<file path="src/rtl/router_register_p.sv">
// Parametrised router packet register: header capture, HOLD_DEPTH beat holding queue, running XOR parity check.
// Latency: a beat accepted at edge N into an empty queue appears on dout/dout_valid after edge N+1; 1 beat/cycle.
// Backpressure: fifo_full stalls the output pop; in_ready drops when the queue holds HOLD_DEPTH beats (registered count only).
//
// Ports:
//   clk, resetn                 clock, asynchronous active-low reset
//   data_in, in_valid, in_ready beat input handshake (accept = in_valid && in_ready)
//   pkt_valid                   1 on header/payload beats, 0 on the parity beat
//   fifo_full                   destination FIFO backpressure
//   dout, dout_valid            forwarded beat stream
//   dest                        destination field of the current/last header
//   parity_done, err, len_err, low_pkt_valid   sticky per-packet status, cleared by the next header
//
// Optional feature macro: ROUTER_REG_LEN_CHECK_EN builds the payload counter and
// length compare; when undefined len_err is tied to 0.
module router_register_p #(
    parameter int DATA_WIDTH = 8,
    parameter int ADDR_W     = 2,
    parameter int HOLD_DEPTH = 4
) (
    input  logic                  clk,
    input  logic                  resetn,
    input  logic [DATA_WIDTH-1:0] data_in,
    input  logic                  in_valid,
    input  logic                  pkt_valid,
    output logic                  in_ready,
    input  logic                  fifo_full,
    output logic [DATA_WIDTH-1:0] dout,
    output logic                  dout_valid,
    output logic [ADDR_W-1:0]     dest,
    output logic                  parity_done,
    output logic                  err,
    output logic                  len_err,
    output logic                  low_pkt_valid
);

    localparam int PTR_W = $clog2(HOLD_DEPTH);
    localparam int CNT_W = PTR_W + 1;

    typedef enum logic {
        S_IDLE,
        S_PAYLOAD
    } state_t;

    state_t r_state;
    state_t w_state_nxt;

    logic                  w_accept;
    logic                  w_hdr;
    logic                  w_body;
    logic                  w_par;
    logic                  w_push;
    logic                  w_pop;

    logic [DATA_WIDTH-1:0] r_mem [HOLD_DEPTH];
    logic [PTR_W-1:0]      r_wptr;
    logic [PTR_W-1:0]      r_rptr;
    logic [CNT_W-1:0]      r_count;

    logic [DATA_WIDTH-1:0] r_dout;
    logic                  r_dout_vld;
    logic [ADDR_W-1:0]     r_dest;
    logic [DATA_WIDTH-1:0] r_acc;
    logic                  r_parity_done;
    logic                  r_err;
    logic                  r_low_pkt_valid;

    // in_ready depends only on the registered count, so fifo_full never
    // reaches it combinationally; a pop while full raises it one cycle later.
    assign in_ready = (r_count < CNT_W'(HOLD_DEPTH));
    assign w_accept = in_valid && in_ready;
    assign w_pop    = (r_count != '0) && !fifo_full;
    // Parity-less beats seen in IDLE are dropped, not queued.
    assign w_push   = w_hdr || w_body || w_par;

    // ---------------- packet FSM ----------------
    always_ff @(posedge clk or negedge resetn) begin
        if (!resetn) begin
            r_state <= S_IDLE;
        end else begin
            r_state <= w_state_nxt;
        end
    end

    always_comb begin
        w_state_nxt = r_state;
        w_hdr       = 1'b0;
        w_body      = 1'b0;
        w_par       = 1'b0;
        case (r_state)
            S_IDLE: begin
                if (w_accept && pkt_valid) begin
                    w_hdr       = 1'b1;
                    w_state_nxt = S_PAYLOAD;
                end
            end
            S_PAYLOAD: begin
                if (w_accept) begin
                    if (pkt_valid) begin
                        w_body = 1'b1;
                    end else begin
                        w_par       = 1'b1;
                        w_state_nxt = S_IDLE;
                    end
                end
            end
            default: w_state_nxt = S_IDLE;
        endcase
    end

    // ---------------- holding queue ----------------
    // Storage is not reset; only pointers and count need a defined value.
    always_ff @(posedge clk) begin
        if (w_push) begin
            r_mem[r_wptr] <= data_in;
        end
    end

    // Pointers wrap naturally because HOLD_DEPTH is a power of two.
    always_ff @(posedge clk or negedge resetn) begin
        if (!resetn) begin
            r_wptr  <= '0;
            r_rptr  <= '0;
            r_count <= '0;
        end else begin
            if (w_push) r_wptr <= r_wptr + PTR_W'(1);
            if (w_pop)  r_rptr <= r_rptr + PTR_W'(1);
            case ({w_push, w_pop})
                2'b10:   r_count <= r_count + CNT_W'(1);
                2'b01:   r_count <= r_count - CNT_W'(1);
                default: r_count <= r_count;
            endcase
        end
    end

    // ---------------- output stage ----------------
    always_ff @(posedge clk or negedge resetn) begin
        if (!resetn) begin
            r_dout     <= '0;
            r_dout_vld <= 1'b0;
        end else begin
            r_dout_vld <= w_pop;
            if (w_pop) r_dout <= r_mem[r_rptr];
        end
    end

    // ---------------- header / parity tracking ----------------
    always_ff @(posedge clk or negedge resetn) begin
        if (!resetn) begin
            r_dest          <= '0;
            r_acc           <= '0;
            r_parity_done   <= 1'b0;
            r_err           <= 1'b0;
            r_low_pkt_valid <= 1'b0;
        end else if (w_hdr) begin
            r_dest          <= data_in[ADDR_W-1:0];
            r_acc           <= data_in;
            r_parity_done   <= 1'b0;
            r_err           <= 1'b0;
            r_low_pkt_valid <= 1'b0;
        end else if (w_body) begin
            r_acc <= r_acc ^ data_in;
        end else if (w_par) begin
            r_parity_done   <= 1'b1;
            r_low_pkt_valid <= 1'b1;
            r_err           <= (r_acc != data_in);
        end
    end

`ifdef ROUTER_REG_LEN_CHECK_EN
    localparam int LEN_W = DATA_WIDTH - ADDR_W;

    logic [LEN_W-1:0] r_len;
    logic [LEN_W-1:0] r_pay_cnt;
    logic             r_len_err;

    // Counter saturates so an overlong packet cannot wrap back to a match.
    always_ff @(posedge clk or negedge resetn) begin
        if (!resetn) begin
            r_len     <= '0;
            r_pay_cnt <= '0;
            r_len_err <= 1'b0;
        end else if (w_hdr) begin
            r_len     <= data_in[DATA_WIDTH-1:ADDR_W];
            r_pay_cnt <= '0;
            r_len_err <= 1'b0;
        end else if (w_body) begin
            if (r_pay_cnt != '1) r_pay_cnt <= r_pay_cnt + LEN_W'(1);
        end else if (w_par) begin
            r_len_err <= (r_pay_cnt != r_len);
        end
    end

    assign len_err = r_len_err;
`else
    assign len_err = 1'b0;
`endif

    assign dout          = r_dout;
    assign dout_valid    = r_dout_vld;
    assign dest          = r_dest;
    assign parity_done   = r_parity_done;
    assign err           = r_err;
    assign low_pkt_valid = r_low_pkt_valid;

endmodule

</file>
<file path="config.mk">
export PLATFORM = sky130hd
export DESIGN_NAME = router_register_p
export DESIGN_NICKNAME = d
export VERILOG_FILES = /design/src/rtl/router_register_p.sv
export SDC_FILE = /design/constraint.sdc
export NUM_CORES = 1
export LEC_CHECK = 0
export ABC_AREA = 1
export CAP_MARGIN = 20
export CORE_MARGIN = 10
export CORE_UTILIZATION = 50
export CTS_CLUSTER_SIZE = 12
export DETAILED_ROUTE_END_ITERATION = 6
export DONT_BUFFER_PORTS = 1
export PLACE_DENSITY = 0.64
export SLEW_MARGIN = 25
export SYNTH_ARGS = -nofsm -noshare
export SYNTH_HDL_FRONTEND = slang
export SYNTH_SLANG_ARGS = --single-unit
</file>
<file path="constraint.sdc">
create_clock -name clk -period 4.1 [get_ports clk]
set_clock_uncertainty 0.1 [all_clocks]
set_input_delay 0.82 -clock clk [delete_from_list [all_inputs] [get_ports clk]]
set_output_delay 0.82 -clock clk [all_outputs]
set_load 0.005 [all_outputs]
</file>
---- Yosys cells after proc, flatten, opt, wreduce, memory -nomap -nowiden ----
Memories as Yosys holds them, arrays and structs flattened. A register that Yosys moved wholly into a read port is not among the register bits.
Index checks and enable logic that the tools add are counted.
word-level totals
  register bits after elaboration ......... 21
  RAM bits ................................ 32
  input port bits ......................... 13
  output and inout bits ................... 16
  logic and storage cells ................. 54
  memories ................................ 1
cells by class
  $add $sub $neg .......................... 4
  magnitude comparators ................... 1
  equal/unequal tests ..................... 4
  muxes and demuxes ....................... 21
  bitwise operators ....................... 2
  reduce and logical (&&, ||, !) cells .... 12
memory list
  name   depth  width  rd ports  clocked after Yosys merged registers in  wr ports  line  RTL
  r_mem  4      8      1         1                                        1         55    logic [DATA_WIDTH-1:0] r_mem [HOLD_DEPTH];
operator list
  kind                   number
  $mux W1                17
  $mux W8                2
  $ne A8 B8 Y1           1
  $xor A8 B8 Y8          1
  $pmux W3 S2            1
  $reduce_bool A2 Y1     3
  $add A2 B1 Y2 const B  2
  $add A3 B1 Y3 const B  1
  $logic_and A1 B1 Y1    3
  $lt A3 B3 Y1 const B   1
  $reduce_bool A3 Y1     1
  $sub A3 B1 Y3 const B  1
  $eq A2 B1 Y1 const B   1
  $eq A2 B2 Y1 const B   1
  $logic_not A1 Y1       2
  $logic_or A1 B1 Y1     2
  $ne A2 B2 Y1 const B   1
  $pmux W1 S2            1
  $reduce_and A2 Y1      1
  $not A1 Y1             1

---- Logic depth before layout (Yosys ltp) ----
Gate-level depths: netlist of the first run.
  depth in word-level cells ............... 9
  gate-level depth with buffers ........... 10
  mapped depth without buffers ............ 10

---- Worst setup path before layout of the first run ----
OpenSTA, ideal clock, no wires.
  kind .................................... input port to flip-flop
  start point ............................. in fifo_full
  end point ............................... reg r_count[2]
  library setup time ...................... 0.131 ns
  arrival time ............................ 2.259 ns
  required time ........................... 3.869 ns
  setup slack ............................. 1.610 ns
  stages on the path ...................... 8
  path buffers ............................ 1
  path through ............................ clkbuf_1 -> nor2_2 -> ha_1 -> inv_1 -> fa_1 -> a21oi_1 -> o21ai_0 -> xor2_1
on the way
  longest elaborated chain between the ends .. 4
  elaborated cells between the ends (all ways) .. 6
  classes of those cells .................. eq/ne: 2; mux: 1; reduce/logical: 3
ends and longest elaborated chain
  what                                                      line  RTL
  start, declared                                           27    input logic fifo_full,
  $logic_not A1 Y1 (*)                                      72    assign w_pop = (r_count != '0) && !fifo_full;
  $logic_and A1 B1 Y1 (*)                                   72
  net w_pop                                                 53    logic w_pop;
  $eq A2 B1 Y1 / $eq A2 B2 Y1 (equally long branches)       128   case ({w_push, w_pop})
  $pmux W3 S2 / $reduce_bool A2 Y1 (equally long branches)  n/a
  end signal, assigned                                      129   2'b10: r_count <= r_count + CNT_W'(1);
  end signal, assigned                                      130   2'b01: r_count <= r_count - CNT_W'(1);
  end signal, assigned                                      131   default: r_count <= r_count;
  end, declared                                             58    logic [CNT_W-1:0] r_count;
The timed path passes the listed nets; every way through them passes the cells marked *.
A chain may end at the register's enable or synchronous reset.

---- Worst setup path in the final report of the first run ----
  start point ............................. reg r_count[0]
  end point ............................... reg r_count[1]
on the way
  elaborated cells between the ends (all ways) .. 19
  classes of those cells .................. add/sub: 2; order compare: 1; eq/ne: 2; mux: 7; reduce/logical: 7
RTL lines
  what                                                      line
  $reduce_bool A3 Y1 (*)                                    72
  $logic_and A1 B1 Y1 (*)                                   72
  net w_pop                                                 53
  $eq A2 B1 Y1 / $eq A2 B2 Y1 (equally long branches)       128
  $pmux W3 S2 / $reduce_bool A2 Y1 (equally long branches)  n/a
Marks and branches as above.

==> flow_metrics.py, run 1 <==
metrics = {
    "status": {
        "outcome": "finished clean",
    },
    "worst_setup_path": {
        "critPathLaunchType": "flop",
        "path_class": "reg -> reg",
        "crit_cells": 6,
        "max_stage_delay_ns": 0.49,
        "r2r-end": "r_count[1]",
        "cp_slowest_cell": "nor3_2",
        "crit_chain": "nor3_2 -> nor2_2 -> ha_1 -> inv_1 -> fa_1 -> o21ai_0",
        "ff2ff_path_depth": 6,
        "path_buf_inv": 1,
        "arrival_ns": 2.33,
        "reg2reg_slack_ns": 1.93,
        "worst_setup_path_end_kind": "flop",
        "rr_startpoint": "r_count[0]",
        "crit_required_ns": 4.26,
        "crit_family": "simple AND/OR/NAND/NOR gates",
        "crit_fanout": 11,
    },
    "detailed_routing": {
        "routedWlPerCell_um": 14.2,
        "vias_per_cell": 4.76,
        "drt_wl_total_um": 4740,
        "dr.pass1.iters": 4,
        "drc": 0,
        "via_count": 1595,
        "drtIter0Drc": 40,
        "ant_nets": 0,
    },
    "pwr": {
        "p_int_mw": 1.32,
        "seqPwrFrac": 0.482,
        "p_switching_mw": 0.681,
        "cellPowerDensity_nw_per_um2": 687,
        "p_leak_nw": 1.28,
        "combPwrFrac": 0.262,
        "ir_drop_mv": 0.297,
        "swShare": 0.340,
        "fin_total_pwr_mw": 2.00,
        "pwr-share-clk": 0.255,
    },
    "layout": {
        "drive_gt1_frac": 0.0792,
        "antenna_cells": 0,
        "multi_input_area_um2": 846,
        "num-fill-cells": 443,
        "area_delta_synth_final_pct": 8.28,
        "final_net_count": 280,
        "regArea_um2": 1690,
    },
    "timing": {
        "worstMarginPinSlew_ns": 0.652,
        "max_freq_mhz": 461,
        "final-setup-viol-count": 0,
        "slew_violations": 0,
        "rsz0062_at_grt": "no",
        "slew_headroom": 0.563,
        "fin_setup_tns_ns": 0,
        "finalCriticalPeriod_ns": 2.17,
        "period_share": 0.529,
        "final_hold_viol_count": 0,
    },
    "yosys": {
        "ys_types": 25,
        "synth-seq-cells": 61,
        "syn_area_um2": 2690,
        "syn_area_per_cell_um2": 10.4,
        "synth_nets": 277,
        "async_flop_share": 0.475,
        "yosysWarnings": 0,
        "synth-edff-count": 32,
        "synth-seq-area-share": 0.627,
        "synth_flop_cell": "edfxtp_1",
        "syn_inst": 258,
    },
    "die": {
        "io_pins": 29,
        "initial_core_util": 0.520,
        "die_w_um": 93.4,
        "coreArea_um2": 5170,
        "dieHeight_um": 93.4,
        "rows": 26,
        "die-area_um2": 8710,
    },
    "cts": {
        "cts_inserted_buffers": 9,
        "htreeDepth": 3,
        "cts_resized": 0,
        "post_cts_buffers": 0,
        "tritoncts": "built",
        "clk_latency_ns": 0.33,
        "clock-sinks": 61,
        "clkTransAtPathRegs_ns": 0.07,
        "cts_max_path_buffers": 2,
        "root_buffer": "clkbuf_8",
        "cts_hold_buffers": 0,
    },
    "global_routing": {
        "antenna_found_initial": 0,
        "track_usage": 0.118,
        "grt_start_max_net_pins": 30,
        "grt_pass1_vias": 1632,
        "overflow": 0,
        "grt_pass1_wl_um": 7890,
    },
    "placement": {
        "port_buffers": 0,
        "place.gp.congestion": 0.827,
        "hpwlAfterDp_um": 3440,
    },
    "min_path": {
        "hold_path.class": "in -> async",
    },
    "run": {
        "cap_viol_max_count": 0,
    },
}
## registers in the layout (all words and copies together), names as in the netlist, named ones only
signal	count
parity_done	1
dout	8
r_acc	8
r_rptr	2
err	1
r_count	3
dout_valid	1
r_mem	32
r_wptr	2
dest	2
## power by group through the flow
| stage | Sequential (mW) | Clock [mW] | Combinational [mW] |
|---|---|---|---|
| floorplan | 0.907 | 0 | 0.500 |
| global placement | 0.978 | 0 | 0.514 |
| detailed placement | 0.984 | 0 | 0.532 |
| CTS | 0.973 | 0.522 | 0.538 |
| global route | 0.998 | 0.545 | 0.620 |
| finish | 0.965 | 0.512 | 0.526 |
## routing by layer
layer	up-vias	routed length, um	global-route usage
met3	11	354	0.0488
met2	33	2160	0.172
met5	-	0	0
met4	0	91	0.0694
li1	830	-	-
met1	721	2140	0.142
## placed cells by master, fill, tap and decap left out, types with 3 or more instances in the layout
cell,count
clkbuf_1,3
clkbuf_8,10
dfrtp_1,29
edfxtp_1,32
ha_1,5
inv_1,27
nand2_1,55
nor2_1,36
o21ai_0,33
xnor2_1,9
xor2_1,5
## layout make-up
| cell class | instances | area share |
|---|---|---|
| clock buffers | 13 | 0.0511 |
| flip-flops and latches | 61 | 0.579 |
| inverters | 29 | 0.0374 |
| well taps | 70 | 0.0301 |
| multi-input cells | 160 | 0.290 |
| clock inverters | 2 | 0.0120 |
## worst reg2reg max path: stages (launching register included)
cell and delay, ns:
dfrtp_1 0.41, nor3_2 0.49, nor2_2 0.20, ha_1 0.23, inv_1 0.10, fa_1 0.42, o21ai_0 0.16
## Yosys cell counts, drive strengths merged (2+ instances only)
cell type,instances,area (um2)
dfrtp,29,726
inv,29,109
o21ai,35,175
o221ai,2,17.5
edfxtp,32,961
ha,5,62.6
xor2,5,43.8
nor2,39,173
a21oi,2,10.0
buf,7,45.0
xnor2,9,78.8
nand2,57,229
nor3,3,25.0
## through the flow
step	utilization	hold WS, ns	std cells	worst slack [ns]	area [um2]
after floorplan	-	0.372	258	1.61	2690
after global placement	0.528	0.413	320	1.63	2730
after detailed placement	0.528	0.408	320	1.57	2730
after CTS	0.563	0.0596	335	1.91	2910
after global routing	0.563	0.0508	335	1.72	2910
final	0.563	0.0722	335	1.93	2910
## how the worst max path moves through the flow
stage                    start          to  slack (ns)
finish              r_count[0]  r_count[1]        1.93
detailed placement   pkt_valid  r_count[2]        1.57
global route        r_count[0]  r_count[2]        1.72
floorplan            fifo_full  r_count[2]        1.61
CTS                 r_count[0]  r_count[1]        1.91
global placement     pkt_valid  r_count[2]        1.63
## cell families after synthesis
family,share of synthesized area
AO/OA/AOI/OAI,0.0781
XOR/XNOR,0.0456
AND/OR/NAND/NOR,0.159
adder cells (fa/ha/maj),0.0307
buffers and inverters,0.0586
other,0.00139
flip-flops,0.627
Note: power is estimated with default switching activity, not from simulation.
==> run 2: changes to the inputs <==
==> constraint.sdc (replaced) <==
create_clock -name clk -period 2.1 [get_ports clk]
set_clock_uncertainty 0.1 [all_clocks]
set_input_delay 0.42 -clock clk [delete_from_list [all_inputs] [get_ports clk]]
set_output_delay 0.42 -clock clk [all_outputs]
set_load 0.005 [all_outputs]
==> flow_metrics.py, run 2 (synthesis gave the netlist of run 1 again) <==
metrics = {
    "timing": {
        "slew_headroom": 0.638,
        "final-setup-viol-count": 0,
        "finalCriticalPeriod_ns": 1.98,
        "fin_setup_tns_ns": 0,
        "slew_violations": 0,
        "worstMarginPinSlew_ns": 0.542,
        "final_hold_viol_count": 0,
        "rsz0062_at_grt": "no",
        "max_freq_mhz": 505,
        "period_share": 0.943,
    },
    "cts": {
        "tritoncts": "built",
        "htreeDepth": 3,
        "cts_inserted_buffers": 9,
        "clock-sinks": 61,
        "root_buffer": "clkbuf_8",
        "clk_latency_ns": 0.33,
        "cts_max_path_buffers": 2,
        "clkTransAtPathRegs_ns": 0.07,
    },
    "layout": {
        "mostFrequentLayoutCell": "nand2_1",
        "regMostFlops": "r_mem",
        "area_delta_synth_final_pct": 14.3,
        "fin_util": 0.595,
        "layout_common_cells": "55 x nand2_1, 36 x nor2_1, 33 x o21ai_0",
        "largest_register_ffs": 32,
        "drive_gt1_frac": 0.119,
        "final_net_count": 291,
        "antenna_cells": 0,
    },
    "pwr": {
        "p_switching_mw": 1.38,
        "pwr-share-clk": 0.301,
        "seqPwrFrac": 0.430,
        "swShare": 0.321,
        "combPwrFrac": 0.269,
        "cellPowerDensity_nw_per_um2": 1390,
        "fin_total_pwr_mw": 4.29,
        "p_int_mw": 2.91,
        "ir_drop_mv": 0.680,
        "p_leak_nw": 1.37,
    },
    "worst_setup_path": {
        "path_buf_inv": 2,
        "crit_fanout": 9,
        "crit_required_ns": 2.21,
        "arrival_ns": 2.09,
        "path_class": "reg -> reg",
        "crit_family": "adder cells",
        "critPathLaunchType": "flop",
        "cp_slowest_cell": "fa_1",
        "max_stage_delay_ns": 0.39,
        "worst_setup_path_end_kind": "flop",
        "crit_chain": "inv_2 -> nand2_4 -> nor2_8 -> nor2_4 -> ha_1 -> inv_1 -> fa_1 -> a21oi_1 -> o21ai_0 -> xor2_1",
    },
    "detailed_routing": {
        "drt_wl_total_um": 4910,
        "routedWlPerCell_um": 14.2,
        "ant_nets": 0,
        "dr.pass1.iters": 4,
        "via_count": 1695,
        "vias_per_cell": 4.88,
        "drc": 0,
        "drtIter0Drc": 58,
    },
    "die": {
        "die_w_um": 93.4,
        "die-area_um2": 8710,
        "rows": 26,
        "dieHeight_um": 93.4,
        "io_pins": 29,
        "initial_core_util": 0.520,
        "coreArea_um2": 5170,
    },
    "run": {
        "cap_viol_max_count": 0,
    },
    "global_routing": {
        "grt_pass1_wl_um": 8420,
        "grt_pass1_vias": 1758,
        "track_usage": 0.125,
        "antenna_found_initial": 0,
        "grt_start_max_net_pins": 30,
        "overflow": 0,
    },
    "placement": {
        "hpwlAfterDp_um": 3470,
        "port_buffers": 0,
        "place.gp.congestion": 0.764,
    },
    "min_path": {
        "hold_path.class": "in -> reg",
    },
    "status": {
        "outcome": "finished clean",
    },
}
run 2: cell count changes in the layout (fill, tap and decap cells not counted), sizes merged:
cell,before,now
dlygate4sd3,0,1
buf,0,10
clkbuf,13,12
bufinv,1,3
run 2: worst reg2reg max path: cells and delay by family (launching register included):
family,cells,cell delay (ns)
AO/OA/AOI/OAI,2,0.26
flip-flops,1,0.37
adder cells (fa/ha/maj),2,0.54
AND/OR/NAND/NOR,3,0.28
XOR/XNOR,1,0.15
buffers and inverters,2,0.15
run 2: metrics by stage:
stage               hold slack (ns)  std cells  cell area, um2  setup WS (ns)
finish                       0.0793        347            3080          0.121
global route                 0.0640        347            3080        0.00101
CTS                          0.0643        347            3080          0.104
detailed placement           0.0255        329            2800          0.101
global placement             0.0254        329            2800          0.165
floorplan                    0.0244        258            2690         0.0102
run 2: layout make-up:
type	count	area (um2)
Inverter	29	109
Tap cell	70	87.6
Timing Repair Buffer	11	97.6
Multi-Input combinational cell	160	846
Fill cell	419	2100
Sequential cell	61	1690
Clock buffer	12	155
Clock inverter	4	93.8
run 2: layer usage:
metal | part of all wire | GRT usage | wire length [um]
met1 | 0.42 | 0.144 | 2080
met2 | 0.46 | 0.196 | 2240
met3 | 0.096 | 0.0464 | 474
met4 | 0.023 | 0.0694 | 112
met5 | 0 | 0 | 0
run 2: what timing repair did:
item / 4_1_cts / 5_1_grt
resized for setup: 0 / 0
endpoints found under the setup margin: 0 / 0
setup buffers: 0 / 0
endpoints found under the hold margin: 29 / 0
hold buffers: 2 / 0
run 2: worst paths after layout:
| check | from | to | slack [ns] | depth (start not counted) |
|---|---|---|---|---|
| setup / recovery | r_count[2] | r_count[2] | 0.12 | 10 |
| hold / removal | data_in[0] | r_mem[0][0] | 0.08 | 0 |
| setup reg to reg | r_count[2] | r_count[2] | 0.12 | 10 |
| hold reg to reg | r_count[0] | r_count[0] | 0.41 | 1 |
| max in group asynchronous | resetn | r_acc[7] | 1.30 | 2 |
| min in group asynchronous | resetn | r_wptr[0] | 0.43 | 2 |
run 2: power by group through the flow:
stage / Sequential (mW) / Combinational, mW / Clock, mW
global placement: 1.86 / 1.11 / 0
finish: 1.84 / 1.16 / 1.29
floorplan: 1.77 / 0.976 / 0
global route: 1.89 / 1.36 / 1.36
detailed placement: 1.87 / 1.15 / 0
CTS: 1.85 / 1.17 / 1.31
==> run 3: changes to the inputs <==
==> constraint.sdc (replaced) <==
create_clock -name clk -period 2.5 [get_ports clk]
set_clock_uncertainty 0.1 [all_clocks]
set_input_delay 0.5 -clock clk [delete_from_list [all_inputs] [get_ports clk]]
set_output_delay 0.5 -clock clk [all_outputs]
set_load 0.005 [all_outputs]
==> flow_metrics.py, run 3 (synthesis gave the netlist of run 1 again) <==
metrics = {
    "status": {
        "outcome": "finished clean",
    },
    "detailed_routing": {
        "drc": 0,
        "drtIter0Drc": 49,
        "ant_nets": 0,
        "drt_wl_total_um": 4810,
        "dr.pass1.iters": 4,
        "routedWlPerCell_um": 13.9,
        "vias_per_cell": 4.92,
        "via_count": 1697,
    },
    "pwr": {
        "ir_drop_mv": 0.621,
        "p_int_mw": 2.08,
        "cellPowerDensity_nw_per_um2": 1080,
        "swShare": 0.347,
        "p_leak_nw": 1.31,
        "seqPwrFrac": 0.490,
        "combPwrFrac": 0.294,
        "p_switching_mw": 1.11,
        "pwr-share-clk": 0.216,
    },
    "worst_setup_path": {
        "worst_setup_path_end_kind": "flop",
        "crit_chain": "inv_2 -> nand2_4 -> nor3_2 -> nor2_4 -> ha_1 -> inv_1 -> fa_1 -> o21ai_0",
        "critPathLaunchType": "flop",
        "crit_family": "adder cells",
        "cp_slowest_cell": "fa_1",
        "path_buf_inv": 2,
        "max_stage_delay_ns": 0.41,
        "path_class": "reg -> reg",
        "crit_fanout": 8,
        "arrival_ns": 2.26,
        "crit_required_ns": 2.63,
    },
    "placement": {
        "place.gp.congestion": 0.815,
        "hpwlAfterDp_um": 3370,
        "port_buffers": 0,
    },
    "die": {
        "io_pins": 29,
        "rows": 26,
        "dieHeight_um": 93.4,
        "die-area_um2": 8710,
        "coreArea_um2": 5170,
        "die_w_um": 93.4,
        "initial_core_util": 0.520,
    },
    "timing": {
        "final_hold_viol_count": 0,
        "slew_violations": 0,
        "period_share": 0.854,
        "max_freq_mhz": 468,
        "worstMarginPinSlew_ns": 0.534,
        "slew_headroom": 0.644,
        "fin_setup_tns_ns": 0,
        "rsz0062_at_grt": "no",
        "final-setup-viol-count": 0,
        "finalCriticalPeriod_ns": 2.14,
    },
    "cts": {
        "post_cts_buffers": 0,
        "clk_latency_ns": 0.32,
        "clkTransAtPathRegs_ns": 0.06,
        "clock-sinks": 61,
        "cts_hold_buffers": 2,
        "htreeDepth": 3,
        "cts_max_path_buffers": 2,
        "tritoncts": "built",
        "root_buffer": "clkbuf_8",
        "cts_resized": 0,
        "cts_inserted_buffers": 9,
    },
    "layout": {
        "final_net_count": 289,
        "area_delta_synth_final_pct": 10.1,
        "regMostFlops": "r_mem",
        "largest_register_ffs": 32,
        "fin_util": 0.573,
        "antenna_cells": 0,
        "drive_gt1_frac": 0.0945,
        "mostFrequentLayoutCell": "nand2_1",
        "num-fill-cells": 437,
        "layout_common_cells": "55 x nand2_1, 36 x nor2_1, 33 x o21ai_0",
    },
    "global_routing": {
        "grt_pass1_vias": 1671,
        "grt_start_max_net_pins": 30,
        "track_usage": 0.119,
        "antenna_found_initial": 0,
        "overflow": 0,
        "grt_pass1_wl_um": 8090,
    },
    "min_path": {
        "hold_path.class": "in -> reg",
    },
    "run": {
        "cap_viol_max_count": 0,
    },
}
[run 3: changes by cell type in the layout (fill, tap and decap cells not counted), sizes merged]
cell | before | now
clkbuf | 12 | 16
clkinv | 1 | 0
buf | 10 | 8
bufinv | 3 | 0
[run 3: final timing paths]
| path | startpoint | endpoint | slack [ns] | depth (start not counted) |
|---|---|---|---|---|
| max | r_count[2] | r_count[1] | 0.36 | 8 |
| min in group asynchronous | resetn | r_rptr[0] | 0.53 | 2 |
| min reg2reg | dest[1] | dest[1] | 0.42 | 2 |
| max reg2reg | r_count[2] | r_count[1] | 0.36 | 8 |
| min | data_in[7] | r_mem[0][7] | 0.17 | 0 |
| max in group asynchronous | resetn | parity_done | 1.61 | 2 |
[run 3: cell type report]
| class | instances | area (um2) | area share |
|---|---|---|---|
| repair buffers | 9 | 82.6 | 0.0279 |
| multi-input cells | 160 | 846 | 0.286 |
| clock buffers | 16 | 150 | 0.0507 |
| well taps | 70 | 87.6 | 0.0296 |
| inverters | 29 | 109 | 0.0368 |
| flip-flops and latches | 61 | 1690 | 0.569 |
[run 3: power by group through the flow]
stage / Sequential (mW) / Clock (mW) / Combinational, mW
after CTS: 1.57 / 0.709 / 0.958
final: 1.56 / 0.690 / 0.940
after global routing: 1.61 / 0.754 / 1.11
after floorplan: 1.49 / 0 / 0.820
after global placement: 1.58 / 0 / 0.919
after detailed placement: 1.59 / 0 / 0.937
[run 3: metal layers]
metal	GRT usage	wire length (um)	up-vias
met3	0.0480	392	7
met5	0	0	-
li1	-	-	852
met1	0.136	2070	802
met2	0.186	2290	36
met4	0.0694	59	0
[run 3: through the flow]
| stage | worst slack [ns] | std cells | hold WS [ns] | power [mW] | cell area [um2] |
|---|---|---|---|---|---|
| floorplan | 0.330 | 258 | 0.104 | 2.31 | 2690 |
| global placement | 0.360 | 327 | 0.105 | 2.50 | 2780 |
| detailed placement | 0.310 | 327 | 0.106 | 2.52 | 2780 |
| CTS | 0.325 | 345 | 0.152 | 3.24 | 2960 |
| global route | 0.203 | 345 | 0.150 | 3.47 | 2960 |
| finish | 0.365 | 345 | 0.170 | 3.19 | 2960 |
[run 3: worst reg2reg max path, delay by kind of cell (launching register included)]
kind / cells / cell delay [ns]
AO/OA/AOI/OAI: 1 / 0.20
adder cells (fa/ha/maj): 2 / 0.62
buffers and inverters: 2 / 0.23
flip-flops: 1 / 0.40
AND/OR/NAND/NOR: 3 / 0.50
